$ cat config.mk
export PLATFORM = sky130hd
export DESIGN_NAME = fpu_add_pipe_flat
export DESIGN_NICKNAME = d
export VERILOG_FILES = /design/src/rtl/fpu_add_pipe_if.sv /design/src/rtl/fpu_add_pipe.sv /design/src/flat_wrapper.sv
export SDC_FILE = /design/constraint.sdc
export NUM_CORES = 1
export LEC_CHECK = 0
export ABC_AREA = 1
export CAP_MARGIN = 30
export CELL_PAD_IN_SITES_DETAIL_PLACEMENT = 1
export CELL_PAD_IN_SITES_GLOBAL_PLACEMENT = 2
export CORE_MARGIN = 2
export CORE_UTILIZATION = 34
export DETAILED_ROUTE_END_ITERATION = 10
export HOLD_SLACK_MARGIN = 0.1
export MAX_ROUTING_LAYER = met4
export PLACE_DENSITY_LB_ADDON = 0.1
export SLEW_MARGIN = 5
export SYNTH_ARGS = -nofsm -noshare
export SYNTH_HDL_FRONTEND = slang
export SYNTH_SLANG_ARGS = --single-unit
$ cat constraint.sdc
create_clock -name clk -period 15 [get_ports clk]
set_input_delay 3 -clock clk [delete_from_list [all_inputs] [get_ports clk]]
set_output_delay 3 -clock clk [all_outputs]
set_load 0.05 [all_outputs]
$ cat src/rtl/fpu_add_pipe_if.sv
// Handshake bundle for the pipelined FP adder.
//   master : operand issuer / result consumer (drives in_valid, a, b, sub, out_ready)
//   slave  : the adder (drives in_ready, out_valid, out and the exception flags)
interface fpu_add_pipe_if #(
  parameter int k = 64
) ();
  logic         in_valid;
  logic         in_ready;
  logic [k-1:0] a;
  logic [k-1:0] b;
  logic         sub;
  logic         out_valid;
  logic         out_ready;
  logic [k-1:0] out;
  logic         overflow;
  logic         underflow;
  logic         inexact;
  logic         invalid;

  modport master (
    output in_valid, a, b, sub, out_ready,
    input  in_ready, out_valid, out, overflow, underflow, inexact, invalid
  );

  modport slave (
    input  in_valid, a, b, sub, out_ready,
    output in_ready, out_valid, out, overflow, underflow, inexact, invalid
  );
endinterface

$ cat src/rtl/fpu_add_pipe.sv
// 3-stage IEEE-754 adder/subtractor, round-to-nearest-even, flush-to-zero.
//   clk, rst : clock, synchronous active-high reset
//   bus      : slave side of fpu_add_pipe_if (operands + sub in, result + flags out,
//              valid/ready on both ends)
// Stage 1 unpacks, classifies, orders by magnitude and aligns; stage 2 adds and
// normalises; stage 3 rounds, packs and raises flags. The whole pipe advances
// together whenever the output slot is empty or being drained.
module fpu_add_pipe #(
  parameter int k = 64,
  parameter int w = 11,
  parameter int t = 52
) (
  input  logic          clk,
  input  logic          rst,
  fpu_add_pipe_if.slave bus
);
  localparam int STAGES = 3;
  localparam int EW     = w + 2;  // room for carry and rounding increments
  localparam int SMAX   = t + 3;  // alignment shift that leaves only sticky
  localparam logic [k-1:0]  QNAN = {1'b0, {w{1'b1}}, 1'b1, {(t-1){1'b0}}};
  localparam logic [EW-1:0] EMAX = {2'b00, {w{1'b1}}};

  logic              en;
  logic [STAGES:1]   vld_pipe_q;

  assign en           = !vld_pipe_q[STAGES] || bus.out_ready;
  assign bus.in_ready = en;

  // ---------------- stage 1: unpack / classify / align ----------------
  logic              sa, sb, za, zb, nan_a, nan_b, inf_a, inf_b, snan_a, snan_b;
  logic              eff_sub, inf_inv, swap, small_z;
  logic [w-1:0]      ea, eb, diff, shamt;
  logic [t-1:0]      fa, fb;
  logic [k-2:0]      mag_a, mag_b;
  logic [t:0]        sig_a, sig_b, sig_s;
  logic [2*t+5:0]    wide;
  logic              s1_spec_d, s1_inv_d, s1_sign_d;
  logic [k-1:0]      s1_res_d;
  logic [w-1:0]      s1_exp_d;
  logic [t+3:0]      s1_big_d, s1_small_d;

  logic              s1_spec_q, s1_inv_q, s1_sign_q, s1_sub_q;
  logic [k-1:0]      s1_res_q;
  logic [w-1:0]      s1_exp_q;
  logic [t+3:0]      s1_big_q, s1_small_q;

  always_comb begin
    sa      = bus.a[k-1];
    sb      = bus.b[k-1] ^ bus.sub;
    ea      = bus.a[k-2:t];
    eb      = bus.b[k-2:t];
    fa      = bus.a[t-1:0];
    fb      = bus.b[t-1:0];
    za      = (ea == '0);
    zb      = (eb == '0);
    nan_a   = (ea == '1) && (fa != '0);
    nan_b   = (eb == '1) && (fb != '0);
    inf_a   = (ea == '1) && (fa == '0);
    inf_b   = (eb == '1) && (fb == '0);
    snan_a  = nan_a && !fa[t-1];
    snan_b  = nan_b && !fb[t-1];
    eff_sub = sa ^ sb;
    inf_inv = inf_a && inf_b && eff_sub;

    s1_spec_d = nan_a || nan_b || inf_a || inf_b;
    s1_inv_d  = snan_a || snan_b || inf_inv;
    if (nan_a || nan_b || inf_inv) s1_res_d = QNAN;
    else if (inf_a)                s1_res_d = {sa, {w{1'b1}}, {t{1'b0}}};
    else                           s1_res_d = {sb, {w{1'b1}}, {t{1'b0}}};

    // Exponent-0 operands are zeros, so their magnitude and significand are forced to 0.
    mag_a   = za ? '0 : bus.a[k-2:0];
    mag_b   = zb ? '0 : bus.b[k-2:0];
    sig_a   = za ? '0 : {1'b1, fa};
    sig_b   = zb ? '0 : {1'b1, fb};
    swap    = (mag_b > mag_a);
    sig_s   = swap ? sig_a : sig_b;
    small_z = swap ? za : zb;
    diff    = swap ? (eb - ea) : (ea - eb);
    shamt   = (small_z || diff > w'(SMAX)) ? w'(SMAX) : diff;

    // Low half catches everything shifted past the round bit; it collapses to sticky.
    wide       = {sig_s, 2'b00, {(t+3){1'b0}}} >> shamt;
    s1_small_d = {wide[2*t+5:t+3], |wide[t+2:0]};
    s1_big_d   = {(swap ? sig_b : sig_a), 3'b000};
    s1_exp_d   = swap ? eb : ea;
    s1_sign_d  = swap ? sb : sa;
  end

  // ---------------- stage 2: add / normalise ----------------
  logic [t+4:0]      sum;
  logic [EW-1:0]     lz, e2;
  logic              s2_zero_d, s2_tiny_d, s2_sign_d;
  logic [EW-1:0]     s2_exp_d;
  logic [t+3:0]      s2_man_d;

  logic              s2_spec_q, s2_inv_q, s2_sign_q, s2_zero_q, s2_tiny_q;
  logic [k-1:0]      s2_res_q;
  logic [EW-1:0]     s2_exp_q;
  logic [t+3:0]      s2_man_q;

  always_comb begin
    // Operands are magnitude-ordered, so the difference never goes negative.
    sum = s1_sub_q ? ({1'b0, s1_big_q} - {1'b0, s1_small_q})
                   : ({1'b0, s1_big_q} + {1'b0, s1_small_q});
    lz = EW'(t + 4);
    for (int i = 0; i < t + 4; i++)
      if (sum[i]) lz = EW'(t + 3 - i);
    e2        = {2'b00, s1_exp_q};
    s2_zero_d = (sum == '0);
    s2_tiny_d = 1'b0;
    // A zero sum is +0 unless both inputs were zeros of the same sign.
    s2_sign_d = s2_zero_d ? (s1_sign_q & ~s1_sub_q) : s1_sign_q;
    if (sum[t+4]) begin
      s2_man_d = {sum[t+4:2], sum[1] | sum[0]};
      s2_exp_d = e2 + EW'(1);
    end else begin
      s2_man_d  = sum[t+3:0] << lz;
      s2_exp_d  = e2 - lz;
      s2_tiny_d = !s2_zero_d && (e2 <= lz);
    end
  end

  // ---------------- stage 3: round / pack / flags ----------------
  logic              inc, carry;
  logic [t+1:0]      rnd;
  logic [EW-1:0]     e3;
  logic [k-1:0]      out_d;
  logic [3:0]        flg_d;  // {overflow, underflow, inexact, invalid}

  logic [k-1:0]      out_q;
  logic [3:0]        flg_q;

  always_comb begin
    inc   = s2_man_q[2] & (s2_man_q[1] | s2_man_q[0] | s2_man_q[3]);
    rnd   = {1'b0, s2_man_q[t+3:3]} + {{(t+1){1'b0}}, inc};
    carry = rnd[t+1];
    e3    = s2_exp_q + {{(EW-1){1'b0}}, carry};
    out_d = {s2_sign_q, e3[w-1:0], (carry ? rnd[t:1] : rnd[t-1:0])};
    flg_d = {2'b00, |s2_man_q[2:0], 1'b0};
    if (s2_spec_q) begin
      out_d = s2_res_q;
      flg_d = {3'b000, s2_inv_q};
    end else if (s2_zero_q) begin
      out_d = {s2_sign_q, {(k-1){1'b0}}};
      flg_d = 4'b0000;
    end else if (s2_tiny_q) begin
      out_d = {s2_sign_q, {(k-1){1'b0}}};
      flg_d = 4'b0110;
    end else if (e3 >= EMAX) begin
      out_d = {s2_sign_q, {w{1'b1}}, {t{1'b0}}};
      flg_d = 4'b1010;
    end
  end

  always_ff @(posedge clk) begin
    if (rst) begin
      vld_pipe_q <= '0;
      out_q      <= '0;
      flg_q      <= '0;
    end else if (en) begin
      vld_pipe_q <= {vld_pipe_q[STAGES-1:1], bus.in_valid};
      s1_spec_q  <= s1_spec_d;
      s1_inv_q   <= s1_inv_d;
      s1_res_q   <= s1_res_d;
      s1_sign_q  <= s1_sign_d;
      s1_sub_q   <= eff_sub;
      s1_exp_q   <= s1_exp_d;
      s1_big_q   <= s1_big_d;
      s1_small_q <= s1_small_d;
      s2_spec_q  <= s1_spec_q;
      s2_inv_q   <= s1_inv_q;
      s2_res_q   <= s1_res_q;
      s2_sign_q  <= s2_sign_d;
      s2_zero_q  <= s2_zero_d;
      s2_tiny_q  <= s2_tiny_d;
      s2_exp_q   <= s2_exp_d;
      s2_man_q   <= s2_man_d;
      out_q      <= out_d;
      flg_q      <= flg_d;
    end
  end

  assign bus.out_valid = vld_pipe_q[STAGES];
  assign bus.out       = out_q;
  assign bus.overflow  = flg_q[3] & vld_pipe_q[STAGES];
  assign bus.underflow = flg_q[2] & vld_pipe_q[STAGES];
  assign bus.inexact   = flg_q[1] & vld_pipe_q[STAGES];
  assign bus.invalid   = flg_q[0] & vld_pipe_q[STAGES];
endmodule

$ cat src/flat_wrapper.sv
// flat-port wrapper written by rule: the top's interface ports become plain ports
module fpu_add_pipe_flat 
#(
  parameter int k = 64,
  parameter int w = 11,
  parameter int t = 52
)
  (clk, rst, bus_in_valid, bus_a, bus_b, bus_sub, bus_out_ready, bus_in_ready, bus_out_valid, bus_out, bus_overflow, bus_underflow, bus_inexact, bus_invalid);
  fpu_add_pipe_if #(.k(k)) bus_i ();
  input  logic clk;
  input  logic rst;
  input wire logic [$bits(bus_i.in_valid)-1:0] bus_in_valid;
  input wire logic [$bits(bus_i.a)-1:0] bus_a;
  input wire logic [$bits(bus_i.b)-1:0] bus_b;
  input wire logic [$bits(bus_i.sub)-1:0] bus_sub;
  input wire logic [$bits(bus_i.out_ready)-1:0] bus_out_ready;
  output wire logic [$bits(bus_i.in_ready)-1:0] bus_in_ready;
  output wire logic [$bits(bus_i.out_valid)-1:0] bus_out_valid;
  output wire logic [$bits(bus_i.out)-1:0] bus_out;
  output wire logic [$bits(bus_i.overflow)-1:0] bus_overflow;
  output wire logic [$bits(bus_i.underflow)-1:0] bus_underflow;
  output wire logic [$bits(bus_i.inexact)-1:0] bus_inexact;
  output wire logic [$bits(bus_i.invalid)-1:0] bus_invalid;
  assign bus_i.in_valid = bus_in_valid;
  assign bus_i.a = bus_a;
  assign bus_i.b = bus_b;
  assign bus_i.sub = bus_sub;
  assign bus_i.out_ready = bus_out_ready;
  assign bus_in_ready = bus_i.in_ready;
  assign bus_out_valid = bus_i.out_valid;
  assign bus_out = bus_i.out;
  assign bus_overflow = bus_i.overflow;
  assign bus_underflow = bus_i.underflow;
  assign bus_inexact = bus_i.inexact;
  assign bus_invalid = bus_i.invalid;
  fpu_add_pipe #(.k(k), .w(w), .t(t)) u_core (.clk(clk), .rst(rst), .bus(bus_i));
endmodule
Word-level counts from Yosys, hierarchy flattened --
Index checks and enable logic that the tools add are counted.
Operators by class: eq/ne operators 2, reduce and logical (&&, ||, !) cells 31, shifts and indexed selects 2, bitwise logic cells 13, magnitude comparators 4, mux-type cells 81, add/sub/neg operators 8
Operators by type and width (number):
- two-way mux 63 bit | 5
- two-way mux 53 bit | 4
- two-way mux 6 bit | 32
- two-way mux 64 bit | 2
- right shift 110 x 11 -> 110 bit | 1
- zero test 52 bit | 2
- nonzero test 52 bit | 2
- two-way mux 5 bit | 16
- greater-than comparator 63 bit | 1
- adder 56 x 56 -> 57 bit | 1
- zero test 57 bit | 1
- two-way mux 57 bit | 1
- subtractor 56 x 56 -> 57 bit | 1
- << shifter 56 x 6 -> 56 bit | 1
- two-way mux 55 bit | 1
- OR reduction 55 bit | 1
- adder 53 x 1 -> 54 bit | 1
- two-way mux 52 bit | 1
- two-way mux 4 bit | 12
- two-way mux 11 bit | 3
- equality test 11 bit, second input constant | 2
- zero test 11 bit | 2
- subtractor 11 bit | 2
- adder 13 x 1 -> 13 bit | 1
- 16 further kinds | 45
Word-level totals: logic and storage cells 161, register bits 397, bits of input ports 133, output and inout port bits 70

Depth between registers and ports, before layout --
depth in word-level cells 60, gate-level depth with buffers 76, depth with buffers taken out 74

Worst setup path after synthesis --
Ideal clock, no wire load.
path type in2reg, start input bus_out_ready, end register u_core.s1_big_q[10], enable pin, cell stages on the path 3, arrival time 11716 ps, setup time 770 ps, path buffers 1, slack 2514 ps, data required time 14230 ps, cells stage by stage nor2_1 -> clkbuf_1 -> nor2_1
Between the ends: word-level cells in the longest chain between the ends 2
RTL lines:
- from (decl) | RTL line flat_wrapper.sv:16 | input wire logic [$bits(bus_i.out_ready)-1:0] bus_out_ready;
- logical OR 1 bit | RTL line fpu_add_pipe.sv:26 | assign en = !vld_pipe_q[STAGES] || bus.out_ready;
- AND reduction 2 bit (no source line)
- to (signal assigned) | RTL line fpu_add_pipe.sv:169 | s1_big_q <= s1_big_d;
- to (decl) | RTL line fpu_add_pipe.sv:45 | logic [t+3:0] s1_big_q, s1_small_q;
Every way passes these cells. A chain may end at the register's enable or synchronous reset.

Worst setup path after layout --
start input bus_a[60], end register u_core.s1_small_q[0], data pin
Between the ends: word-level cells in the longest chain between the ends 9, elaborated cells between the ends (all ways) 14, those cells by class 2 x add/sub; 2 x order compare; 1 x shift; 6 x mux; 3 x reduce/logical
RTL lines:
- from (decl) | RTL line flat_wrapper.sv:13 | input wire logic [$bits(bus_i.a)-1:0] bus_a;
- zero test 11 bit | RTL line fpu_add_pipe.sv:54 | za = (ea == '0);
- two-way mux 63 bit | RTL line fpu_add_pipe.sv:72 | mag_a = za ? '0 : bus.a[k-2:0];
- greater-than comparator 63 bit | RTL line fpu_add_pipe.sv:76 | swap = (mag_b > mag_a);
- two-way mux 11 bit | RTL line fpu_add_pipe.sv:79 | diff = swap ? (eb - ea) : (ea - eb);
- greater-than comparator 11 x 6 -> 1 bit | RTL line fpu_add_pipe.sv:80 | shamt = (small_z || diff > w'(SMAX)) ? w'(SMAX) : diff;
- logical OR 1 bit | RTL line fpu_add_pipe.sv:80
- two-way mux 11 bit | RTL line fpu_add_pipe.sv:80
- right shift 110 x 11 -> 110 bit * | RTL line fpu_add_pipe.sv:83 | wide = {sig_s, 2'b00, {(t+3){1'b0}}} >> shamt;
- OR reduction 55 bit * | RTL line fpu_add_pipe.sv:84 | s1_small_d = {wide[2*t+5:t+3], |wide[t+2:0]};
- via u_core.s1_small_d[0] | RTL line fpu_add_pipe.sv:40 | logic [t+3:0] s1_big_d, s1_small_d;
- to (signal assigned) | RTL line fpu_add_pipe.sv:170 | s1_small_q <= s1_small_d;
- to (decl) | RTL line fpu_add_pipe.sv:45
The timed path passes the listed nets; every way through them passes the cells marked *.

==> results_dict.tcl <==
set metrics [dict create \
    status "finished, final reports clean" \
    setup-violations-final 0 \
    synth_cells 4557 \
    postCtsHoldBufs 0 \
    synth_top_area_share 0.2066 \
    ios 203 \
    synthTopCellsByArea "edfxtp_1, nand2_1, nand3_1" \
    critPathTopFamily "simple AND/OR/NAND/NOR gates" \
    p_leak_uw 0.01474 \
    path_buf_inv 8 \
    wl_per_cell_um 22.40 \
    antenna_found_initial 4 \
    post_cts_buffers 0 \
    path_clk_slew_ns 0.06 \
    max_freq_ghz 0.07818 \
    drive_gt1_frac 0.04417 \
    die_w_um 297.9 \
    slew_violations 0 \
    setup_slack_ns 2.210 \
    synthArstFlopShare 0 \
    ir_drop_mv 0.09422 \
    syn_area_per_cell_um2 6.443 \
    fin_crit_ns 12.79 \
    final_antenna_net_count 0 \
    vias 31703 \
    grt_use_total 0.2926 \
    maxSlewHeadroom 0.3353 \
    arrival_ns 13.13 \
    die_h_um 297.9 \
    crit_type "in2reg" \
    critPathRequiredTime_ns 15.34 \
    ys.flop_type "edfxtp_1" \
    grt_pass1_wl_mm 196.5 \
    cts_made_buffers 30 \
    io_buffers 202 \
    cts.sink_count 273 \
    core-area_mm2 0.08541 \
    routabilityCongestion 0.9363 \
    dp_slack_ns 1.725 \
    nets 4934 \
    hold_class "reg2reg" \
    tightest_slew_ns 0.9879 \
    grt_setup_unrepaired "no" \
    synth.largest_area_cell "edfxtp_1" \
    clock-root-buffer "clkbuf_16" \
    dr.pass1.iters 6 \
    utilization 0.3889 \
    cp-end-kind "flip-flop" \
    cp-start-kind "input port" \
    slowest_stage "clkinv_1" \
    yosys_warnings 0 \
    area_growth_pct 13.13 \
    htree_levels 1 \
    dieArea_mm2 0.08873 \
    synth_enable_flop_cells 202 \
    final.fill_count 11206 \
    fin_tns_setup_ns 0 \
    clk-insertion-delay-late_ns 0.61 \
    drt-initial-drc-count 1987 \
    cts_resized 0 \
    drt_wl_total_mm 129.2 \
    clk_path_buf_depth 3 \
    max_stage_delay_ns 0.72 \
    min_period_over_period 0.8527 \
    clock-skew-final_ns 0.01424 \
    cts_tree "built" \
    critPathMostFrequentCell "nand2_1" \
    vias_per_cell 5.497 \
    yosys.cell_types.count 71 \
    grt_overflow_total 0 \
    grt_max_degree 73 \
    synth_nets 4895 \
    start_util 0.3438 \
    post-route-drc-count 0 \
    hpwl_mm 107.4 \
    synth_seq_cells 273 \
    critPathMaxFanout 56 \
    p_per_area_mw_per_mm2 116.8 \
    yosysSeqAreaShare 0.2550 \
    std_cell_rows 107 \
    finalHoldViolations 0 \
    drv_cap 0 \
    grt_pass1_vias 31977 \
    syn_area_mm2 0.02936 \
]
## worst register-to-register path: cells and delay by family, from the launching register on
family	cells	cell delay (ns)
simple gates	52	4.56
fa+ha+maj	4	1.28
buf+inv	5	0.79
xor+xnor	1	0.72
flops	1	0.63
compound gates	3	0.35
## flip-flops by register name, indices dropped and copies added (netlist names)
signal             flops
u_core.bus.out        64
u_core.s1_sub_q        1
u_core.s2_spec_q       1
u_core.s2_zero_q       1
u_core.s1_res_q        2
u_core.s2_man_q       56
u_core.s1_small_q     56
u_core.s2_sign_q       1
u_core.s1_spec_q       1
u_core.vld_pipe_q      3
u_core.s1_inv_q        1
u_core.flg_q           4
u_core.s2_inv_q        1
u_core.s1_exp_q       11
u_core.s2_res_q        2
u_core.s2_tiny_q       1
u_core.s1_sign_q       1
u_core.s1_big_q       53
u_core.s2_exp_q       13
## through the flow
step                instances  area [µm²]  total power (µW)  hold slack (ns)
floorplan                4557       29360              2402           0.4003
global placement         5704       32170              3111           0.4056
detailed placement       5708       32230              3129           0.4090
CTS                      5763       33210              3891           0.4207
global route             5764       33210              4156           0.4385
finish                   5767       33220              3880           0.4201
## report_power, final
part | internal, µW | switching, µW
clock network | 417 | 326
registers | 952 | 95.5
logic | 599 | 1490
total | 1970 | 1910
## cells in the mapped netlist (all sizes together) (10+ instances only)
master	n
xor2	79
mux2i	62
nand2	1125
inv	508
nor4	56
dfxtp	71
edfxtp	202
buf	93
o22ai	61
a31oi	20
nand4	81
o21a	10
o211ai	21
o21ai	425
clkbuf	153
or2	21
a21oi	248
nand3	592
nor3	49
o31ai	10
a211oi	17
nor2	358
xnor2	17
ha	201
## metal layers
layer | GRT usage | wire, µm
met5 | - | 0
met1 | 0.3677 | 58130
met3 | 0.01860 | 4017
met2 | 0.4961 | 61660
met4 | 0.1047 | 5403
## worst paths after layout
kind | end | startpoint | depth (start not counted) | slack, ns
setup reg to reg | u_core.s2_tiny_q | u_core.s1_big_q[3] | 65 | 6.41
hold / removal | u_core.s2_spec_q | u_core.s1_spec_q | 0 | 0.42
setup / recovery | u_core.s1_small_q[0] | bus_a[60] | 41 | 2.21
hold reg to reg | u_core.s2_spec_q | u_core.s1_spec_q | 0 | 0.42
## cells by family (layout without fill, tap and decap cells)
family	Yosys count	in the layout	share of synthesized area
buffers and inverters	761	823	0.1013
other	0	4	0
AO/OA/AOI/OAI	861	861	0.1621
adder cells (fa/ha/maj)	205	205	0.08838
XOR/XNOR	96	96	0.03055
multiplexers	62	62	0.02114
flip-flops	273	273	0.2550
AND/OR/NAND/NOR	2299	2299	0.3415
## area by class of cell
class,instances,area [µm²],share of cell area
inverters,515,1933,0.05820
clock inverters,24,225.2,0.006780
clock buffers,31,754.5,0.02271
diodes,4,10.01,0.0003013
flip-flops and latches,273,7487,0.2254
repair buffers,253,2429,0.07311
well taps,1144,1431,0.04309
multi-input cells,3523,18950,0.5704
## cells in the final DEF (no fill, tap or decap), types with 10 or more instances in the layout
cell type	netlist	layout
clkdlybuf4s50_1	0	201
clkbuf_16	0	30
a31oi_1	20	20
o211ai_1	20	20
buf_4	3	48
a211oi_1	17	17
nand2_1	1117	1113
dfxtp_1	71	71
mux2i_1	62	62
nand4_1	80	80
o31ai_1	10	10
nor3_1	43	43
nor2_1	350	346
ha_1	201	201
o21a_1	10	10
nor4_1	53	52
inv_1	477	477
nand2_2	6	10
clkinv_1	7	16
o21ai_1	41	41
edfxtp_1	202	202
xnor2_1	17	17
inv_2	31	31
o22ai_1	61	61
or2_2	18	18
nand3_1	588	588
xor2_1	73	73
a21oi_1	244	244
o21ai_0	381	381
No activity file was read; power rests on OpenSTA's default activity.
==> RTL edit: new RTL, same settings <==
Set the localparam `STAGES` to 2 (it was 3).
--- a/src/rtl/fpu_add_pipe.sv
+++ b/src/rtl/fpu_add_pipe.sv
@@ -16,3 +16,3 @@
 );
-  localparam int STAGES = 3;
+  localparam int STAGES = 2;
   localparam int EW     = w + 2;  // room for carry and rounding increments
Check against the original RTL: not equivalent (Yosys sat finds a counterexample within 4 cycles, from zero or initial values and one cycle with rst high).
==> RTL edit against the unedited design <==
Clock power fell by 0.7%; sequential cell count shrank 1; routed wire length decreased by 4.1%; sequential share of layout area increased by 0.14 points; highest routed layer unchanged; non-clock buffer count up 4; fmax is 14% higher; power is 0.37% higher; clock skew rose by 1.6 ps; critical endpoint unchanged; final area fell by 0.87%; count of clock-buffer cells in the layout down 2; worst setup slack gained 1500 ps; area after synthesis down 0.88%.
==> RTL edit: results (changes against the unedited design) <==
Power and ir drop
  • PD cells: 118.3 mW/mm^2 (+1.3%)
  • Leak Pwr: 14.37 nW (-2.5%)
  • Peak supply drop: 88.91 uV (-5.6%)
  • Sequential Power Share: 26.8% (-0.2 points)
  • Clock share of power: 18.9% (-0.3 points)
  • NetSw: 1.919 mW (+0.37%)

Hold path
  • Min-delay src: u_core.s1_res_q[51]
  • Hold EP: u_core.s2_res_q[51]

Synthesis
  • Area contributors post-synth: edfxtp_1 (21%), nand2_1 (15%), nand3_1 (10%)
  • Top cells by count, synth: nand2_1 (1127), nand3_1 (585), inv_1 (439)
  • Asr flop ratio synth: 0% (unchanged)
  • Seq/Total Area, Yosys: 25.66% (+0.16 points)
  • Synth Instances: 4442 (-2.5%)
  • Count of cell types in the netlist: 78 (+9.9%)
  • Share of the synthesized area in the top cell type: 20.84% (+0.18 points)

Detailed routing
  • Detailed Routing Iterations Pass 1: 5 (-1)
  • Vias per cell: 5.430 (-1.2%)
  • Final WL: 123900 um (-4.1%)
  • Routed len/inst: 21.87 um (-2.4%)
  • Initial drt markers: 1942 (-2.3%)

Cells and area
  • Final net count: 4830 (-2.1%)
  • Layout cells sized above 1: 5.604% (+1.2 points)
  • Fillcell total: 10977 (-2.0%)

Global route
  • GRT Total Usage: 28.43% (-0.82 points)
  • First-pass GRT wire length: 187300 um (-4.7%)
  • Largest net degree at the start of global routing: 101 (+38%)
  • Vias in the first global route: 30852 (-3.5%)
  • Antenna violations before repair: 5 (+1)

Clock network
  • Number of buffers created by CTS: 29 (-3.3%)
  • CTS max path bufs: 3 (unchanged)
  • Clock network latency to the later pin of the worst-skew pair: 590 ps (-20 ps)
  • Clk slew on worst S/H paths: 60 ps (about the same)

Setup path
  • Worst Path Max Fanout: 81 (+45%)
  • Max stage delay on crit path: 770 ps (+50 ps)
  • Critical-path top delay cell: nor4_1
  • Crit-path leading delay family: simple AND/OR/NAND/NOR gates
  • Start point of the critical path: bus_a[52]
  • R2r endpoint: u_core.s2_man_q[26]
  • Number of cells on the worst reg-to-reg path: 49 (-25%)

Run status
  • Run status: finished, final reports clean

Placement
  • Setup slack at placement: 3253 ps (+1528 ps)
  • HPWL Detailed: 101600 um (-5.4%)
  • # placed instances: 5603 (-1.8%)
  • Cell Area, Placed: 0.03190 sq mm (-1.0%)
  • GPL Wtd Cong: 0.9431 (+0.73%)

STA
  • Relative slew slack: 28.82% (-4.7 points)
  • Worst clock skew: 15.80 ps (+1.566 ps)
  • Fin Hold WS: 424.0 ps (+3.876 ps)
  • Final period utilization: 75.11% (-10 points)
## RTL edit: layout make-up
type                    count  area (sq um)  share of cell area (%)
multi-input cells        3473         18870                   57.30
flip-flops and latches    272          7467                   22.68
repair buffers            257          2457                   7.463
inverters                 459          1723                   5.233
well taps                1144          1431                   4.347
clock buffers              29         725.7                   2.204
clock inverters            25         239.0                  0.7258
diodes                      6         15.01                 0.04560
## RTL edit: kinds of logic after synthesis
logic type	count (synthesis)	share of synthesized area, %
AND/OR/NAND/NOR	2289	34.49
AO/OA/AOI/OAI	842	16.36
flip-flops	272	25.66
multiplexers	37	1.273
buffers and inverters	697	9.733
adder cells (fa/ha/maj)	205	8.916
XOR/XNOR	100	3.577
## RTL edit: per-layer routing
layer  up-vias  GRT usage, %  routed length [um]
li1      15145             -                   -
met1     14869         36.08               56150
met2       588         48.56               59840
met3       159         1.875                3726
met4         0         8.413                4199
met5         -             -                   0
